**config.mk**
```make
export PLATFORM = sky130hd
export DESIGN_NAME = i2s_audio_recorder
export DESIGN_NICKNAME = d
export VERILOG_FILES = /design/src/rtl/i2s_audio_recorder.sv
export SDC_FILE = /design/constraint.sdc
export NUM_CORES = 1
export LEC_CHECK = 0
export CAP_MARGIN = 15
export CORE_MARGIN = 1.5
export CORE_UTILIZATION = 35
export CTS_CLUSTER_SIZE = 8
export DETAILED_ROUTE_END_ITERATION = 10
export RECOVER_POWER = 100
export SKIP_CTS_REPAIR_TIMING = 1
export SLEW_MARGIN = 20
export SYNTH_ARGS = -nofsm -noshare
export SYNTH_HDL_FRONTEND = slang
export SYNTH_SLANG_ARGS = --single-unit
```
**constraint.sdc**
```tcl
create_clock -name clk -period 6.1 [get_ports clk]
set_input_delay 0.61 -clock clk [delete_from_list [all_inputs] [get_ports clk]]
set_output_delay 0.61 -clock clk [all_outputs]
set_load 0.005 [all_outputs]
```
**src/rtl/i2s_audio_recorder.sv**
```systemverilog
// I2S master receiver for the codec ADC: generates mclk/lrck/sck, deserializes
// 16-bit stereo samples and records a decimated 8-bit mono mix into block RAM.
//
// state  | meaning
// S_IDLE | not recording; mem_addr holds last written address
// S_REC  | recording; every DECIM-th sample pair is written to RAM
module i2s_audio_recorder #(
  parameter int ADDR_SIZE = 6458,
  parameter int DECIM     = 24
) (
  input  logic        clk,
  input  logic        rst,
  input  logic        rec,
  input  logic        stop,
  input  logic        sdout,
  output logic        mclk,
  output logic        lrck,
  output logic        sck,
  output logic [15:0] sample_left,
  output logic [15:0] sample_right,
  output logic        sample_valid,
  output logic        mem_we,
  output logic [16:0] mem_addr,
  output logic [7:0]  mem_din,
  output logic        busy,
  output logic        done
);

  localparam logic [0:0]  S_IDLE     = 1'b0;
  localparam logic [0:0]  S_REC      = 1'b1;
  localparam logic [7:0]  DECIM_LAST = 8'(DECIM - 1);
  localparam logic [16:0] ADDR_LAST  = 17'(ADDR_SIZE - 1);

  logic [8:0]  cnt;
  logic        sync1;
  logic        sync2;
  logic [31:0] shreg;
  logic [31:0] shreg_next;
  logic        primed;
  logic        capture;
  logic        slot0;
  logic [16:0] mix_sum;
  logic [0:0]  state;
  logic [7:0]  decim;

  assign mclk       = cnt[1];
  assign sck        = cnt[3];
  assign lrck       = cnt[8];
  assign capture    = (cnt[3:0] == 4'd10);
  assign slot0      = (cnt[8:4] == 5'd0);
  assign shreg_next = {shreg[30:0], sync2};
  assign mix_sum    = {sample_left[15], sample_left} + {sample_right[15], sample_right};
  assign busy       = (state == S_REC);

  // Capture lands mid sck-high, so the two synchronizer cycles stay inside the bit.
  always_ff @(posedge clk or negedge rst) begin
    if (!rst) begin
      cnt          <= '0;
      sync1        <= 1'b0;
      sync2        <= 1'b0;
      shreg        <= '0;
      primed       <= 1'b0;
      sample_left  <= '0;
      sample_right <= '0;
      sample_valid <= 1'b0;
    end else begin
      cnt          <= cnt + 9'd1;
      sync1        <= sdout;
      sync2        <= sync1;
      sample_valid <= 1'b0;
      if (capture) begin
        shreg <= shreg_next;
        if (slot0) begin
          primed <= 1'b1;
          if (primed) begin
            sample_left  <= shreg_next[31:16];
            sample_right <= shreg_next[15:0];
            sample_valid <= 1'b1;
          end
        end
      end
    end
  end

  always_ff @(posedge clk or negedge rst) begin
    if (!rst) begin
      state    <= S_IDLE;
      decim    <= '0;
      mem_addr <= '0;
      mem_din  <= '0;
      mem_we   <= 1'b0;
      done     <= 1'b0;
    end else begin
      mem_we <= 1'b0;
      case (state)
        S_IDLE: begin
          if (rec) begin
            mem_addr <= '0;
            decim    <= '0;
            done     <= 1'b0;
            state    <= S_REC;
          end
        end
        S_REC: begin
          if (stop) begin
            state <= S_IDLE;
          end else if (rec) begin
            mem_addr <= '0;
            decim    <= '0;
          end else begin
            // Address advances only once the write cycle has completed.
            if (mem_we) begin
              if (mem_addr == ADDR_LAST) begin
                state <= S_IDLE;
                done  <= 1'b1;
              end else begin
                mem_addr <= mem_addr + 17'd1;
              end
            end
            if (sample_valid) begin
              if (decim == DECIM_LAST) begin
                decim   <= '0;
                mem_we  <= 1'b1;
                mem_din <= mix_sum[16:9];
              end else begin
                decim <= decim + 8'd1;
              end
            end
          end
        end
        default: state <= S_IDLE;
      endcase
    end
  end

endmodule

```
==> flow_summary.yaml <==
outcome:
  status: "complete, but fails checks"
  violations: "capacitance limit, slew limit"
critical_path:
  worstSetupPathType: "reg2reg"
  crit_arrival_ns: 3.37
  crit_required_ns: 6.34
  crit_fanout: 33
  end_kind: "flop"
  rrSetupSlack_ns: 2.98
  critPathLaunchType: "flop"
  reg2reg_depth: 8
timing:
  rsz0062_at_grt: "false"
  timing.final.crit_share: 0.5122
  finalSetupViolCount: 0
  hold_viol: 0
  slew_headroom: -0.7214
  max_freq_mhz: 320.1
  worst_pin_slew_ns: 2.582
  timing.final.crit_period_ns: 3.124
  finClkSkew_ns: 0.01187
  whs_ns: 0.3650
  slew_viol_final: 81
  final.setup.tns_ns: 0
global_routing:
  grt_usage: 0.1473
  grt_pass1_wl_mm: 18.25
  antenna_found_initial: 0
  gr-total-overflow: 0
  grt_max_degree: 67
  grt_pass1_vias: 3565
logic_synthesis:
  ys_warn_count: 0
  async_flop_share: 1.000
  synth.most_common_cell: "dfrtp_1"
  synth_common_cells: "112 x dfrtp_1, 63 x mux2_2, 34 x nand2_1"
  synth-seq-cells: 112
  netlist_area_um2: 5189
  synthCells: 431
  synth_top_area_cell: "dfrtp_1"
  ys_top_cells_by_area: "dfrtp_1 54%, mux2_2 14%, ha_1 4.8%, xnor2_1 2.9%, nand2_1 2.5%"
  yosysUniqueCellTypes: 55
  avgSynthCellArea_um2: 12.04
  synthesis.nets: 456
  synth-seq-area-share: 0.5401
  synth-edff-count: 0
  synth_top_area_frac: 0.5401
  synth_ff_type: "dfrtp_1"
floorplanning:
  dieArea_um2: 15560
  die_x_um: 124.8
  die_h_um: 124.8
  io_pins: 69
  initial_core_util: 0.3584
  coreArea_um2: 14480
  placement_rows: 44
layout:
  fillers: 1374
  fin_nets: 524
  antennaDiodeCount: 0
  regArea_um2: 2803
  multi_input_area_um2: 2237
  syn_to_final_growth_pct: 21.70
  drive_above_1_share: 0.1766
placement:
  io_buffers: 68
  gp_congestion: 0.8279
  dp_hpwl_mm: 7.691
cts:
  htree_levels: 3
  cts.sinks: 112
  cts_made_buffers: 9
  root_buffer: "clkbuf_16"
  clk-insertion-delay-late_ns: 0.36
  clockBufferDepth: 2
  cts_tree: "done"
  path_clk_slew_ns: 0.08
routing:
  wl_per_cell_um: 15.85
  drt_pass1_iterations: 4
  first_iter_violations: 289
  drc: 0
  vias: 3544
  via_per_inst: 5.151
  ant_nets: 0
  wirelength_mm: 10.90
min_path:
  hp-class: "reg2reg"
  whs_path_depth: 0
power_and_ir_drop:
  power_frac_clock: 0.434
  vdd_drop_max_v: 0.0001561
  cellPowerDensity_nw_per_um2: 225.5
  combPwrFrac: 0.033
  pwr-share-seq: 0.533
  switching_power_w: 0.0003314
  swShare: 0.2327
  p_leak_nw: 3.096
  p_int_w: 0.001093
job:
  max-cap-violations: 2
## final timing paths
| kind | endpoint | start |
|---|---|---|
| max | sample_left[0] | cnt[0] |
| min | sync2 | sync1 |
| max reg2reg | sample_left[0] | cnt[0] |
| min reg2reg | sync2 | sync1 |
| max in group asynchronous | sample_left[12] | rst |
| min in group asynchronous | mem_addr[14] | rst |
## critical path, stage by stage (launching register included)
cell and delay, ns:
dfrtp_1 0.42, inv_1 0.08, ha_1 0.18, nand3b_1 0.07, clkbuf_1 1.27, nand2b_1 0.31
nor3b_4 0.06, buf_4 0.27, mux2_2 0.33
## cells in the final DEF (no fill, tap or decap), types with 3 or more instances in the layout
master and n:
nand4_1 10, and3_1 7, xor2_1 11, o31ai_1 4, inv_1 9, xnor2_1 17, dfrtp_1 112, dlygate4sd3_1 66
a31oi_1 3, a21oi_1 13, mux2_2 63, and2_0 4, nor2_1 23, ha_1 20, o21ai_0 19, clkbuf_16 9
nand2b_1 3, nand3_1 19, nand2_1 34, nor3_1 7
## layer usage
layer / up-vias / track usage / routed length, µm
li1: 1681 / - / -
met5: - / 0 / 0
met4: 0 / 0.05680 / 198
met1: 1765 / 0.1981 / 5227
met2: 84 / 0.2298 / 4991
met3: 14 / 0.03565 / 486
## sequential cells by signal (all words and copies together), names as in the netlist
signal and cells:
decim 8, sync1 1, cnt 9, sample_left 16
mem_addr 17, done 1, sync2 1, shreg 31
mem_we 1, sample_valid 1, sample_right 16, busy 1
mem_din 8, primed 1
## per-stage QoR
stage / std cells / instance area (µm²) / total power [W] / setup slack, ns / utilization
6_report: 688 / 6315 / 0.001424 / 2.976 / 0.4361
5_1_grt: 688 / 6315 / 0.001482 / 2.447 / 0.4361
4_1_cts: 688 / 6356 / 0.001450 / 3.669 / 0.4390
3_5_place_dp: 672 / 6042 / 0.0008251 / 3.519 / 0.4173
3_3_place_gp: 672 / 6042 / 0.0008223 / 3.558 / 0.4173
2_1_floorplan: 431 / 5189 / 0.0007911 / 4.116 / -
## kinds of logic after synthesis
group                      synth area share
AOI/OAI and AO/OA                   0.07427
xor gates and xnor gates            0.04726
adders and majority gates           0.04823
buffers and inverters               0.02218
DFF                                  0.5401
muxes                                0.1367
and+or+nand+nor                      0.1312
## cell type report
class / instances / share of cell area
multi-input cells: 295 / 0.3543
well taps: 184 / 0.03646
clock buffers: 9 / 0.03566
repair buffers: 71 / 0.1098
inverters: 10 / 0.005944
flip-flops and latches: 112 / 0.4438
clock inverters: 7 / 0.01407
## power by group through the flow
| stage | registers [W] | clock network, W | logic, W |
|---|---|---|---|
| 2_1_floorplan | 0.000770 | 0 | 0.0000211 |
| 3_3_place_gp | 0.000773 | 0 | 0.0000494 |
| 3_5_place_dp | 0.000774 | 0 | 0.0000512 |
| 4_1_cts | 0.000759 | 0.000639 | 0.0000517 |
| 5_1_grt | 0.000761 | 0.000666 | 0.0000551 |
| 6_report | 0.000759 | 0.000618 | 0.0000474 |
Note: power is estimated with default switching activity, not from simulation.
